<file path="src/rtl/fir_filter_mc.sv">
// Time-multiplexed multi-channel FIR filter.
// Each channel has its own circular delay line and head pointer. One shared MAC unit
// walks the taps of the accepted channel, then the sum is rounded, saturated and tagged.
module fir_filter_mc #(
    parameter int unsigned DATA_W   = 18,
    parameter int unsigned COEF_W   = 18,
    parameter int unsigned TAPS     = 16,
    parameter int unsigned CHANNELS = 2,
    parameter int unsigned CH_W     = (CHANNELS > 1) ? $clog2(CHANNELS) : 1,
    parameter int unsigned ACC_W    = DATA_W + COEF_W + $clog2(TAPS)
) (
    input  logic                            clk,
    input  logic                            rst,
    input  logic [DATA_W-1:0]               inSignalUnReg,
    input  logic [CH_W-1:0]                 inChannel,
    input  logic                            newData,
    output logic                            inReady,
    input  logic                            coefWe,
    input  logic [CH_W+$clog2(TAPS)-1:0]    coefAddr,
    input  logic [COEF_W-1:0]               coefData,
    output logic [DATA_W-1:0]               outSignal,
    output logic [CH_W-1:0]                 outChannel,
    output logic                            dataReady,
    output logic                            overrun
);

    localparam int unsigned TAP_W  = $clog2(TAPS);
    localparam int unsigned AW     = CH_W + TAP_W;
    localparam int unsigned DEPTH  = 2 ** AW;
    localparam int unsigned PROD_W = DATA_W + COEF_W;

    localparam logic [AW-1:0]    CLR_LAST = AW'(CHANNELS * TAPS - 1);
    localparam logic [TAP_W-1:0] TAP_LAST = TAP_W'(TAPS - 1);

    // Half an LSB of the output in Q1.(COEF_W-1) scaling.
    localparam logic signed [ACC_W-1:0] RND_C =
        {{(ACC_W - COEF_W + 1){1'b0}}, 1'b1, {(COEF_W - 2){1'b0}}};
    localparam logic signed [ACC_W-1:0] SAT_MAX =
        {{(ACC_W - DATA_W + 1){1'b0}}, {(DATA_W - 1){1'b1}}};
    localparam logic signed [ACC_W-1:0] SAT_MIN =
        {{(ACC_W - DATA_W + 1){1'b1}}, {(DATA_W - 1){1'b0}}};

    typedef enum logic [2:0] {
        StClear,
        StIdle,
        StLoad,
        StMac,
        StRound,
        StOut
    } state_t;

    state_t state_q, state_d;
    logic [AW-1:0] cnt_q, cnt_d;

    logic signed [DATA_W-1:0] sample_q;
    logic [CH_W-1:0]          ch_q;
    logic [TAP_W-1:0]         head_q [2**CH_W];
    logic signed [ACC_W-1:0]  acc_q;
    logic signed [DATA_W-1:0] res_q;

    logic signed [DATA_W-1:0] dline [DEPTH];
    logic signed [COEF_W-1:0] coef  [DEPTH];

    logic                     ch_valid;
    logic                     accept;
    logic [TAP_W-1:0]         tap_k;
    logic [TAP_W-1:0]         rd_idx;
    logic signed [DATA_W-1:0] x_sel;
    logic signed [COEF_W-1:0] c_sel;
    logic signed [PROD_W-1:0] prod;
    logic signed [ACC_W-1:0]  acc_add;
    logic signed [ACC_W-1:0]  rnd;
    logic signed [ACC_W-1:0]  shf;
    logic signed [DATA_W-1:0] sat;

    // Channel range check only needed when CHANNELS does not fill the index space.
    if (2 ** CH_W == CHANNELS) begin : g_all_valid
        assign ch_valid = 1'b1;
    end else begin : g_range_check
        assign ch_valid = 32'(inChannel) < CHANNELS;
    end

    assign inReady = (state_q == StIdle);
    assign accept  = inReady && newData && ch_valid;

    assign tap_k   = cnt_q[TAP_W-1:0];
    assign rd_idx  = head_q[ch_q] - tap_k;
    assign x_sel   = dline[{ch_q, rd_idx}];
    assign c_sel   = coef[{ch_q, tap_k}];
    assign prod    = $signed({{COEF_W{x_sel[DATA_W-1]}}, x_sel})
                   * $signed({{DATA_W{c_sel[COEF_W-1]}}, c_sel});
    assign acc_add = acc_q + $signed({{(ACC_W - PROD_W){prod[PROD_W-1]}}, prod});
    assign rnd     = acc_q + RND_C;
    assign shf     = rnd >>> (COEF_W - 1);

    // Clamp the rounded sum into the output range.
    always_comb begin
        sat = shf[DATA_W-1:0];
        if (shf > SAT_MAX) begin
            sat = {1'b0, {(DATA_W - 1){1'b1}}};
        end else if (shf < SAT_MIN) begin
            sat = {1'b1, {(DATA_W - 1){1'b0}}};
        end
    end

    // State and shared counter (CLEAR walk address, then MAC tap index).
    always_ff @(posedge clk or negedge rst) begin
        if (!rst) begin
            state_q <= StClear;
            cnt_q   <= '0;
        end else begin
            state_q <= state_d;
            cnt_q   <= cnt_d;
        end
    end

    // Next-state logic.
    always_comb begin
        state_d = state_q;
        cnt_d   = cnt_q;
        case (state_q)
            StClear: begin
                cnt_d = cnt_q + AW'(1);
                if (cnt_q == CLR_LAST) begin
                    state_d = StIdle;
                    cnt_d   = '0;
                end
            end
            StIdle: begin
                if (accept) begin
                    state_d = StLoad;
                end
            end
            StLoad: begin
                cnt_d   = '0;
                state_d = StMac;
            end
            StMac: begin
                cnt_d = cnt_q + AW'(1);
                if (tap_k == TAP_LAST) begin
                    state_d = StRound;
                end
            end
            StRound: state_d = StOut;
            StOut:   state_d = StIdle;
            default: state_d = StClear;
        endcase
    end

    // Datapath registers, head pointers and the output/status flags.
    always_ff @(posedge clk or negedge rst) begin
        if (!rst) begin
            sample_q   <= '0;
            ch_q       <= '0;
            acc_q      <= '0;
            res_q      <= '0;
            outSignal  <= '0;
            outChannel <= '0;
            dataReady  <= 1'b0;
            overrun    <= 1'b0;
            for (int i = 0; i < 2 ** CH_W; i++) begin
                head_q[i] <= '0;
            end
        end else begin
            dataReady <= 1'b0;
            if (accept) begin
                sample_q <= inSignalUnReg;
                ch_q     <= inChannel;
            end
            if (newData && !inReady) begin
                overrun <= 1'b1;
            end
            case (state_q)
                StLoad:  acc_q <= '0;
                StMac: begin
                    acc_q <= acc_add;
                    if (tap_k == TAP_LAST) begin
                        head_q[ch_q] <= head_q[ch_q] + TAP_W'(1);
                    end
                end
                StRound: res_q <= sat;
                StOut: begin
                    outSignal  <= res_q;
                    outChannel <= ch_q;
                    dataReady  <= 1'b1;
                end
                default: ;
            endcase
        end
    end

    // Delay-line and coefficient storage; coefficients deliberately survive reset.
    always_ff @(posedge clk) begin
        if (state_q == StClear) begin
            dline[cnt_q] <= '0;
        end
        if (state_q == StLoad) begin
            dline[{ch_q, head_q[ch_q]}] <= sample_q;
        end
        if (coefWe && state_q == StIdle) begin
            coef[coefAddr] <= coefData;
        end
    end

endmodule

</file>
<file path="config.mk">
export PLATFORM = sky130hd
export DESIGN_NAME = fir_filter_mc
export DESIGN_NICKNAME = d
export VERILOG_FILES = /design/src/rtl/fir_filter_mc.sv
export SDC_FILE = /design/constraint.sdc
export NUM_CORES = 2
export LEC_CHECK = 0
export ABC_AREA = 1
export CORE_UTILIZATION = 55
export CTS_BUF_LIST = sky130_fd_sc_hd__clkbuf_8
export DETAILED_ROUTE_END_ITERATION = 12
export PLACE_DENSITY = 0.76
export SLEW_MARGIN = 15
export SYNTH_ARGS = -nofsm -noshare
export SYNTH_HDL_FRONTEND = slang
export SYNTH_SLANG_ARGS = --single-unit
</file>
<file path="constraint.sdc">
create_clock -name clk -period 10.7 [get_ports clk]
set_clock_uncertainty 0.05 [all_clocks]
set_input_delay 2.14 -clock clk [delete_from_list [all_inputs] [get_ports clk]]
set_output_delay 2.14 -clock clk [all_outputs]
set_load 0.005 [all_outputs]
</file>
==> summary.txt <==
Status
  • Run status: finished clean

GRT
  • Gr usage total: 29.2%
  • Met1 track utilization from global routing: 41.0%
  • Initial antenna violation count: 6
  • Met3 routing resource usage after global routing: 5.64%
  • Most used routing layer: met2
  • Maximum number of pins on one net before global-route repair: 139
  • Met2 Usage GRT: 45.2%
  • Residual overflow from global routing: 0
  • Global-route wire length before repair: roughly 270,000 microns
  • Number of global-route vias before repair: approximately 45,000

Run
  • Count of max-cap constraint violations: 0

Logic synthesis
  • Synthesized netlist net count: about 6,600
  • Cell area after technology mapping: 65,600 sq um
  • Count of different cell masters after synthesis: 48
  • Number of synthesized register bits: roughly 1,300
  • Register area share after synthesis: a little under three fifths
  • Number of enable flip-flop cells after synthesis: 1,152
  • Number of warnings issued by yosys: 0
  • Share of flip-flops with an asynchronous set or reset: 9.00%
  • Average size of a mapped cell: 10.9 sq um
  • Most frequently used flop master after synthesis: sky130_fd_sc_hd__edfxtp_1
  • Cell count after synthesis: between 5,000 and 6,000

Drt
  • Sum of routed wire length over all layers: 175,000 microns
  • Number of vias in the routed layout: 46,000
  • Number of optimization iterations in the first detailed-route pass: 8
  • Routed vias/inst: 5.88
  • Residual DRC count: 0
  • Per-cell routed wire length: 22.3 microns
  • Number of nets still failing antenna checks after routing: 0
  • Violation count after the first detailed-routing iteration: 5,456

Placed design
  • Number of I/O port buffers: 67
  • Final Wtd Congestion: approximately 0.97
  • Placement Cell Area: 68,500 sq um
  • HPWL after DPL: ~110,000 microns

Die
  • Total die area: 121,000 sq um
  • Chip Width: 347 microns
  • Total core area: 118,000 sq um
  • I/O pins: between 60 and 70
  • Die boundary height: between 300 and 400 microns
  • Number of placement rows: 126
  • Initial core utilization: 55.5%

Critical path
  • Crit Path Category: flip-flop to flip-flop
  • CP dominant cell by count: sky130_fd_sc_hd__fa_1
  • Critical-path maximum fanout: 100
  • Critical path launch point type: flip-flop
  • Endpoint class of the critical path: flip-flop
  • Critical path's slowest cell: sky130_fd_sc_hd__fa_4
  • Required arrival time at the worst endpoint: 11.42 ns
  • Data arrival, critical path: 10.61 ns
  • Largest incremental delay on the critical path: around 0.9 ns

Hold path
  • Worst hold path class: flip-flop to flip-flop

CTS
  • Number of buffers added by the clock tree synthesis step: ~200
  • Max clock buf depth: 3
  • CTS H-tree lvls: 4
  • Clock slew at reported path FFs: 0.06 ns
  • Root buffer selected by CTS: sky130_fd_sc_hd__clkbuf_8
  • Post-CTS Hold Fix Bufs: 0
  • Clock sink count: around 1,300
  • Clock tree from TritonCTS: done
  • # Post-CTS Setup Buffers: 0
  • Worst skew pair latency: 0.93 ns
  • Count of cells resized by post-cts repair: 0

Timing
  • Final hold vios: 0
  • Final period demand of the worst path: between 9 and 10 ns
  • Final period util: between 90% and 100%
  • Total Neg Setup Slack: 0 ns
  • Final setup fails: 0
  • Transition at the pin with the smallest max-transition slack: 1.20 ns
  • Slew HR: 19.6%
  • Setup repair after global routing missed its margin: no
  • Achievable clock frequency: 101 MHz
  • Number of max-slew violations in the final report: 0

Final layout
  • Utilization after layout: between 60% and 70%
  • Final instance area: roughly 72,000 sq um
  • Layout cell share with drive strength beyond 1: 8.86%
  • Area growth, synth to finish: 10.1%
  • Post-layout nets: around 6,700
-- worst max-delay path: cells and delay by family (launching register included) --
kind,cells,cell delay [ns]
fa+ha+maj,9,4.82
simple gates,12,1.44
compound gates,4,1.36
buf+inv,7,1.14
flops,1,0.79
-- sequential cells by signal, indices dropped and copies added, names as in the netlist --
| name | flops |
|---|---|
| acc_q | 40 |
| ch_q | 1 |
| cnt_q | 5 |
| coef | 576 |
| dataReady | 1 |
| dline | 576 |
| head_q | 8 |
| outChannel | 1 |
| outSignal | 18 |
| overrun | 1 |
| res_q | 18 |
| sample_q | 18 |
| state_q | 3 |
-- final timing paths --
kind / start / endpoint / slack (ns) / cells after the start
worst max-delay path: cnt_q[1] / acc_q[34] / 0.82 / 32
worst max register to register: cnt_q[1] / acc_q[34] / 0.82 / 32
min in group asynchronous: rst / sample_q[10] / 1.15 / 1
worst min-delay path: outSignal[2] / outSignal[2] / 0.42 / 2
max in group asynchronous: rst / acc_q[30] / 8.16 / 2
worst min register to register: outSignal[2] / outSignal[2] / 0.42 / 2
-- synthesized netlist by cell type (5+ instances only) --
| library cell | count | share of area, % |
|---|---|---|
| sky130_fd_sc_hd__and3_1 | 48 | 0.46 |
| sky130_fd_sc_hd__nor3_1 | 10 | 0.076 |
| sky130_fd_sc_hd__xnor2_1 | 7 | 0.093 |
| sky130_fd_sc_hd__dfrtp_1 | 114 | 4.3 |
| sky130_fd_sc_hd__fa_1 | 386 | 12 |
| sky130_fd_sc_hd__o211ai_1 | 56 | 0.64 |
| sky130_fd_sc_hd__nor2_1 | 624 | 3.6 |
| sky130_fd_sc_hd__o22ai_1 | 18 | 0.17 |
| sky130_fd_sc_hd__ha_1 | 127 | 2.4 |
| sky130_fd_sc_hd__o21bai_1 | 6 | 0.069 |
| sky130_fd_sc_hd__a22o_1 | 11 | 0.15 |
| sky130_fd_sc_hd__clkbuf_1 | 154 | 0.88 |
| sky130_fd_sc_hd__o21ai_1 | 21 | 0.16 |
| sky130_fd_sc_hd__a211oi_1 | 8 | 0.092 |
| sky130_fd_sc_hd__o21ai_0 | 122 | 0.93 |
| sky130_fd_sc_hd__o311ai_0 | 23 | 0.31 |
| sky130_fd_sc_hd__nand4_1 | 15 | 0.14 |
| sky130_fd_sc_hd__or2_2 | 29 | 0.28 |
| sky130_fd_sc_hd__buf_1 | 29 | 0.17 |
| sky130_fd_sc_hd__o31ai_1 | 49 | 0.56 |
| sky130_fd_sc_hd__xor2_1 | 21 | 0.28 |
| sky130_fd_sc_hd__nand3_1 | 414 | 3.2 |
| sky130_fd_sc_hd__o21ai_2 | 16 | 0.21 |
| sky130_fd_sc_hd__a32oi_1 | 7 | 0.093 |
| sky130_fd_sc_hd__nor2_4 | 14 | 0.24 |
| sky130_fd_sc_hd__buf_2 | 94 | 0.72 |
| sky130_fd_sc_hd__nand2_1 | 1376 | 7.9 |
| sky130_fd_sc_hd__a21oi_1 | 351 | 2.7 |
| sky130_fd_sc_hd__o221ai_1 | 7 | 0.093 |
| sky130_fd_sc_hd__inv_1 | 569 | 3.3 |
| sky130_fd_sc_hd__a21o_1 | 7 | 0.080 |
| sky130_fd_sc_hd__inv_2 | 7 | 0.040 |
| sky130_fd_sc_hd__a22oi_1 | 71 | 0.81 |
| sky130_fd_sc_hd__nor2_2 | 5 | 0.048 |
| sky130_fd_sc_hd__buf_4 | 7 | 0.080 |
| sky130_fd_sc_hd__edfxtp_1 | 1152 | 53 |
-- layout make-up --
cell class | instances | area, sq um
multi-input combinational | 3869 | 25100
sequential | 1266 | 37500
clock buffer | 203 | 2790
clock inverter | 156 | 1010
antenna | 5 | 12.5
timing repair buffer | 207 | 1800
fill | 9176 | 46000
tap | 1536 | 1920
inverter | 577 | 2190
-- through the flow --
step / hold slack, ns / std cells / setup WS [ns]
CTS: 0.423 / 7814 / 0.986
global placement: 0.405 / 7455 / 1.13
global route: 0.445 / 7817 / 0.417
floorplan: 0.392 / 5996 / 2.17
detailed placement: 0.408 / 7455 / 1.00
finish: 0.416 / 7819 / 0.816
-- per-layer routing --
| metal | vias up | wire length [microns] |
|---|---|---|
| met1 | 22500 | 68600 |
| met4 | 6 | 6720 |
| met3 | 436 | 19100 |
| met5 | - | 58 |
| li1 | 20500 | - |
| met2 | 2560 | 80300 |
-- placed cells by master, fill, tap and decap left out, types with 23 or more instances in the layout --
cell type / count
sky130_fd_sc_hd__buf_4: 130
sky130_fd_sc_hd__nor2_1: 558
sky130_fd_sc_hd__a21oi_1: 351
sky130_fd_sc_hd__o21ai_0: 121
sky130_fd_sc_hd__o211ai_1: 56
sky130_fd_sc_hd__clkinv_1: 50
sky130_fd_sc_hd__clkdlybuf4s50_1: 56
sky130_fd_sc_hd__clkbuf_8: 203
sky130_fd_sc_hd__clkinv_2: 24
sky130_fd_sc_hd__a22oi_1: 71
sky130_fd_sc_hd__nand3_1: 414
sky130_fd_sc_hd__nor2_4: 31
sky130_fd_sc_hd__dfrtp_1: 111
sky130_fd_sc_hd__edfxtp_1: 1152
sky130_fd_sc_hd__fa_1: 384
sky130_fd_sc_hd__nand2_1: 1375
sky130_fd_sc_hd__nor2_2: 54
sky130_fd_sc_hd__o31ai_1: 49
sky130_fd_sc_hd__or2_2: 29
sky130_fd_sc_hd__inv_1: 625
sky130_fd_sc_hd__and3_1: 48
sky130_fd_sc_hd__o311ai_0: 23
sky130_fd_sc_hd__ha_1: 126
-- logic make-up (layout without fill, tap and decap cells) --
kind of cell	Yosys count	in the layout	synth area share (%)
AND/OR/NAND/NOR	2540	2540	15.9
flip-flops	1266	1266	57.1
buffers and inverters	861	1143	5.14
AO/OA/AOI/OAI	785	785	7.22
adder cells (fa/ha/maj)	513	513	14.2
XOR/XNOR	31	31	0.482
other	0	5	0
Power is left out: the tool's default activity adds up to more than one toggle a clock period on the data nets, which glitch-free logic cannot reach.
